<file path="src/rtl/vir_key_bounce_gen.sv">
// Emulates mechanical key bounce: each channel turns a clean level change into a fixed-length
// burst of toggling that settles at the new level.
module vir_key_bounce_gen #(
   parameter int   CH         = 4,
   parameter int   BOUNCE_CYC = 160000,
   parameter int   HALF_PER   = 3,
   parameter logic IDLE_LVL   = 1'b1,
   parameter int   CNT_W      = 18
) (
   input  logic          clk,
   input  logic          rst_n,
   input  logic          en,
   input  logic [CH-1:0] in_sig,
   output logic [CH-1:0] q_sig,
   output logic [CH-1:0] busy
);

   localparam int PH_W = $clog2(HALF_PER) + 1;

   localparam logic StIdle   = 1'b0;
   localparam logic StBounce = 1'b1;

   localparam logic [CNT_W-1:0] WinLast = CNT_W'(BOUNCE_CYC - 1);
   localparam logic [PH_W-1:0]  PhLast  = PH_W'(HALF_PER - 1);

   if (HALF_PER < 1) begin : g_bad_half_per
      $error("vir_key_bounce_gen: HALF_PER must be >= 1");
   end
   if (BOUNCE_CYC < 2) begin : g_bad_bounce_min
      $error("vir_key_bounce_gen: BOUNCE_CYC must be >= 2");
   end
   if (64'(BOUNCE_CYC) > (64'd1 << CNT_W)) begin : g_bad_bounce_max
      $error("vir_key_bounce_gen: BOUNCE_CYC does not fit in CNT_W");
   end

   logic [CH-1:0] s1_q;
   logic [CH-1:0] s2_q;

   always_ff @(posedge clk or negedge rst_n) begin
      if (!rst_n) begin
         s1_q <= {CH{IDLE_LVL}};
         s2_q <= {CH{IDLE_LVL}};
      end else begin
         s1_q <= in_sig;
         s2_q <= s1_q;
      end
   end

   for (genvar i = 0; i < CH; i++) begin : g_ch
      logic             state_q, state_d;
      logic             tgt_q, tgt_d;
      logic             lvl_q, lvl_d;
      logic             busy_q, busy_d;
      logic [CNT_W-1:0] wcnt_q, wcnt_d;
      logic [PH_W-1:0]  phase_q, phase_d;

      always_comb begin
         state_d = state_q;
         tgt_d   = tgt_q;
         lvl_d   = lvl_q;
         busy_d  = busy_q;
         wcnt_d  = '0;
         phase_d = '0;
         unique case (state_q)
            StIdle: begin
               busy_d = 1'b0;
               if (en && (s2_q[i] != lvl_q)) begin
                  state_d = StBounce;
                  tgt_d   = s2_q[i];
                  lvl_d   = s2_q[i];
                  busy_d  = 1'b1;
               end
            end
            StBounce: begin
               // Window end wins over a toggle landing on the same edge.
               if (wcnt_q == WinLast) begin
                  state_d = StIdle;
                  lvl_d   = tgt_q;
                  busy_d  = 1'b0;
               end else begin
                  wcnt_d = wcnt_q + CNT_W'(1);
                  if (phase_q == PhLast) begin
                     lvl_d = ~lvl_q;
                  end else begin
                     phase_d = phase_q + PH_W'(1);
                  end
               end
            end
            default: begin
               state_d = StIdle;
               busy_d  = 1'b0;
            end
         endcase
      end

      always_ff @(posedge clk or negedge rst_n) begin
         if (!rst_n) begin
            state_q <= StIdle;
            tgt_q   <= IDLE_LVL;
            lvl_q   <= IDLE_LVL;
            busy_q  <= 1'b0;
            wcnt_q  <= '0;
            phase_q <= '0;
         end else begin
            state_q <= state_d;
            tgt_q   <= tgt_d;
            lvl_q   <= lvl_d;
            busy_q  <= busy_d;
            wcnt_q  <= wcnt_d;
            phase_q <= phase_d;
         end
      end

      assign q_sig[i] = lvl_q;
      assign busy[i]  = busy_q;
   end

endmodule

</file>
<file path="config.mk">
export PLATFORM = sky130hd
export DESIGN_NAME = vir_key_bounce_gen
export DESIGN_NICKNAME = d
export VERILOG_FILES = /design/src/rtl/vir_key_bounce_gen.sv
export SDC_FILE = /design/constraint.sdc
export NUM_CORES = 1
export LEC_CHECK = 0
export CAP_MARGIN = 20
export CORE_MARGIN = 1
export CORE_UTILIZATION = 50
export DETAILED_ROUTE_END_ITERATION = 10
export GPL_ROUTABILITY_DRIVEN = 1
export HOLD_SLACK_MARGIN = 0.15
export PLACE_DENSITY = 0.69
export SYNTH_ARGS = -nofsm -noshare
export SYNTH_HDL_FRONTEND = slang
export SYNTH_SLANG_ARGS = --single-unit
</file>
<file path="constraint.sdc">
create_clock -name clk -period 1.94 [get_ports clk]
set_input_delay 0.388 -clock clk [delete_from_list [all_inputs] [get_ports clk]]
set_output_delay 0.388 -clock clk [all_outputs]
set_load 0.02 [all_outputs]
</file>
# After elaboration in Yosys (flattened, before gate mapping)
# Index checks and enable logic that the tools add are counted.
# word_totals
output_inout_bits	8
mem_count	0
mem_bits_ro	0
inputBits	7
mem_bits_rw	0
wordCells	134
register_bits	108
latchBits	0
# classes
bitwise_logic	8
mux	56
n_reduce_logical	12
eq_ne	24
shifts	0
multipliers	0
add_sub_neg	8
magnitude_cmp	0
div_mod_pow	0
# op_table
op	n
2-to-1 mux 18 bit	8
adder 18 x 1 -> 18 bit (second input constant)	4
equality test 18 bit (second input constant)	4
2-to-1 mux 3 bit	12
2-to-1 mux 1 bit	24
one-hot mux 1 bit (2 select lines)	12
AND reduction 2 bit	8
adder 3 x 1 -> 3 bit (second input constant)	4
equality test 3 x 2 -> 1 bit (second input constant)	4
inequality test 3 x 1 -> 1 bit (second input constant)	4
inequality test 2 x 1 -> 1 bit (second input constant)	4
inequality test 2 bit (second input constant)	4
NOT 1 bit	8
logical AND 1 bit	4
inequality test 1 bit	4

# Longest topological paths before layout
# depth
depth_word	4
depth_mapped	7
ltp_nobuf	5

# Worst setup path before layout
# OpenSTA, ideal clock, no wires.
# synth_timing
kind	reg-to-reg
from	reg g_ch[3].wcnt_q[8]
to	reg g_ch[3].state_q
slack_ns	0.087
arrival_time_ns	1.729
required_ns	1.816
period_less_slack_ns	1.853
path_stages_with_launch	6
setup_ns	0.124
path_buffers	1
path_cell_list	dfrtp_1 > or4b_1 > or4_4 > o21ai_4 > buf_6 > o21ai_2
# synth_between
elab_chain_len	3
# synth_lines
element	line	text
start, declared	54	logic [CNT_W-1:0] wcnt_q, wcnt_d;
start signal, assigned	109	wcnt_q <= wcnt_d;
equality test 18 bit	76	if (wcnt_q == WinLast) begin
2-to-1 mux 1 bit	76	
one-hot mux 1 bit (2 select lines)	64	unique case (state_q)
named net g_ch[3].state_d	50	logic state_q, state_d;
end signal, assigned	98	state_q <= StIdle;
end signal, assigned	105	state_q <= state_d;
end, declared	50	
# The timed path passes the listed nets, and every way through them passes these cells.
# A chain may end at the register's enable or synchronous reset.

# Final worst setup path
# layout_timing
from	reg g_ch[3].wcnt_q[8]
to	reg g_ch[3].wcnt_q[12]
# layout_between
elab_chain_len	3
elab_cells_between_ends	4
cone_classes	add/sub (1); eq/ne (1); mux (2)
# layout_lines
element	line
adder 18 x 1 -> 18 bit / equality test 18 bit (equally long branches)	81, 76
2-to-1 mux 18 bit *	76
2-to-1 mux 18 bit *	64
named net g_ch[3].wcnt_d[12]	54
# The timed path passes the listed nets; every way through them passes the cells marked *.

==> metrics.cfg <==
[layout]
nFillCells=861
nNetsFinal=558
diodes=0
design_area_mm2=0.00581
synthToLayoutAreaGrowth_pct=11.7
drive_above_1_share_pct=12.9
mostFrequentLayoutCell=dfrtp_1
mostFrequentLayoutCells=dfrtp_1 (92), nor2_1 (57), nand2_1 (36)

[pwr]
pwr-share-comb_pct=3.2
powerDensity_mw_per_mm2=652
clkPwrFrac_pct=36.2
p_int_mw=2.96
p_sw_share_pct=21.9
switching_power_mw=0.829
power.leakage_nw=2.43
p_seq_share_pct=60.5
max-vdd-ir-drop_mv=0.403
finalPower_mw=3.79

[logic_synthesis]
synth_area_leaders=dfrtp_1 (44%), dfstp_2 (8.1%), xor2_1 (4.9%)
synthesis.area_mm2=0.00520
synth_flop_cell=dfrtp_1
ys_seq_area_share_pct=52.3
synth-edff-count=0
synthesis.nets=529
yosysUniqueCellTypes=50
synth_top_area_share_pct=44.3
synth_largest_area_cell=dfrtp_1
async_flop_share_pct=100
synth_cells=518
ys_warn_count=0
avgSynthCellArea_um2=10.0
ys_seq_elements=108

[timing]
max_freq_ghz=0.529
finClkSkew_ps=9.35
tns_ps=0
finalSetupViolCount=0
min_period_ps=1890
hold_ws_ps=363
rsz0062_at_grt=true
maxSlewViolCount=0
max_slew.worst_pin.slew_ps=453
hold_viol_final=0
worst_slack_ps=49.0
slew_headroom_pct=69.8
period_share_pct=97.5

[placed_design]
gp_congestion=0.882
hpwlAfterDp_um=6750
post-place-ws_ps=57.0
numPortBuffers=14
place_area_mm2=0.00559

[route]
ant_nets=0
drt-initial-drc-count=114
routed_wl_um=9540
post_drt_wl_per_cell_um=13.9
drc_errors=0
vias=3776
drt-vias-per-instance=5.51
drtPass1Iterations=4

[floorplan]
start_util_pct=52.5
core-area_mm2=0.00991
die-width_um=104
fp-row-count=36
die-area_mm2=0.0108
pin_count=15
die_h_um=104

[worst_hold_path]
hold_class=flip-flop to flip-flop

[worst_setup_path]
crit_path_top_delay_cell=or4b_1
worstPathRequired_ps=2200
end_kind=flip-flop
cpLargestDelayFamily=simple AND/OR/NAND/NOR gates
crit_chain=or4b_1, or4_4, o21ai_4, buf_12, a21oi_1
startpoint_type=flip-flop
path_class=flip-flop to flip-flop
max_stage_delay_ps=520
worstPathArrival_ps=2150
crit_buf_inv=1
path_max_fanout=17

[global_routing]
overflow=0
grt_usage_pct=19.0
grt_max_degree=42
grt_pass1_vias=3664
grt_pass1_wl_um=16700
antenna_found_initial=0

[clock_tree]
cts_root_buffer=clkbuf_8
insertion_delay_ps=380
clk_pin_slew_ps=90
cts_tree=yes
clock_sinks=108
clock_path_buffers=2
numCtsBuffers=9
h-tree-depth=3

[outcome]
status=complete, no violations

[job]
timing.max_cap.violations=0

power by group through the flow:
| stage | clock network (mW) | logic [mW] | registers (mW) |
|---|---|---|---|
| 2_1_floorplan | 0 | 0.0509 | 2.33 |
| 3_3_place_gp | 0 | 0.126 | 2.34 |
| 3_5_place_dp | 0 | 0.131 | 2.34 |
| 4_1_cts | 1.43 | 0.129 | 2.29 |
| 5_1_grt | 1.50 | 0.140 | 2.30 |
| 6_report | 1.37 | 0.123 | 2.29 |
worst register-to-register path, cell delays in order (launching register included):
cell,delay (ps)
dfrtp_1,390
or4b_1,520
or4_4,460
o21ai_4,190
buf_12,170
a21oi_1,60
cells in the mapped netlist, types with 10 or more instances:
master / number
a21oi_1: 28
and3_1: 11
dfrtp_1: 92
dfstp_2: 16
inv_1: 18
nand2_1: 36
nand3_1: 31
nand4_1: 15
nor2_1: 57
nor3_1: 11
o21ai_0: 23
o31ai_1: 10
or3_1: 11
xnor2_1: 23
xor2_1: 29
cell families after synthesis:
logic type      share of synthesized area, %
compound gates                          9.88
xor+xnor                                8.75
fa+ha+maj                              0.962
buf+inv                                 4.09
flops                                   52.3
mux                                    0.818
simple gates                            23.2
registers in the layout, summed over array words and instances, names as in the netlist:
| signal | cells |
|---|---|
| g_ch.wcnt_q | 72 |
| g_ch.phase_q | 12 |
| g_ch.busy_q | 4 |
| g_ch.lvl_q | 4 |
| g_ch.state_q | 4 |
| g_ch.tgt_q | 4 |
| s1_q | 4 |
| s2_q | 4 |
what timing repair did:
| action | CTS | global route |
|---|---|---|
| setup buffers | 0 | 2 |
| hold buffers | 1 | 0 |
| endpoints found under the hold margin | 19 | 0 |
| endpoints found under the setup margin | 4 | 21 |
| gates resized for setup | 4 | 2 |
metrics by stage:
stage,std cells,util [%]
2_1_floorplan,518,-
3_3_place_gp,666,56.4
3_5_place_dp,666,56.4
4_1_cts,683,58.4
5_1_grt,685,58.6
6_report,685,58.6
per-layer routing:
metal / GRT usage, % / part of all wire (%) / vias to the layer above
met2: 30.4 / 48 / 32
li1: - / - / 1874
met1: 25.4 / 48 / 1861
met4: 6.22 / 1.3 / 0
met5: 0 / 0 / -
met3: 4.82 / 2.6 / 9
path summary, 6_finish.rpt:
path	startpoint	to	slack [ps]	cells past startpoint
max in group asynchronous	rst_n	s1_q[1]$_DFF_PN1_	820	3
min in group asynchronous	rst_n	g_ch[3].phase_q[1]$_DFF_PN0_	500	2
worst min register to register	s1_q[2]$_DFF_PN1_	s2_q[2]$_DFF_PN1_	360	0
worst min-delay path	s1_q[2]$_DFF_PN1_	s2_q[2]$_DFF_PN1_	360	0
worst max-delay path	g_ch[3].wcnt_q[8]$_DFF_PN0_	g_ch[3].wcnt_q[12]$_DFF_PN0_	50	5
worst max register to register	g_ch[3].wcnt_q[8]$_DFF_PN0_	g_ch[3].wcnt_q[12]$_DFF_PN0_	50	5
cell type report:
type,count,area [um^2],share of cell area [%]
clock inverter,3,46.3,0.797
clock buffer,13,149,2.56
sequential,108,2720,46.9
multi-input combinational,368,2270,39.2
timing repair buffer,42,383,6.59
tap,133,166,2.86
inverter,18,67.6,1.16
(Power assumes the default switching activity.)
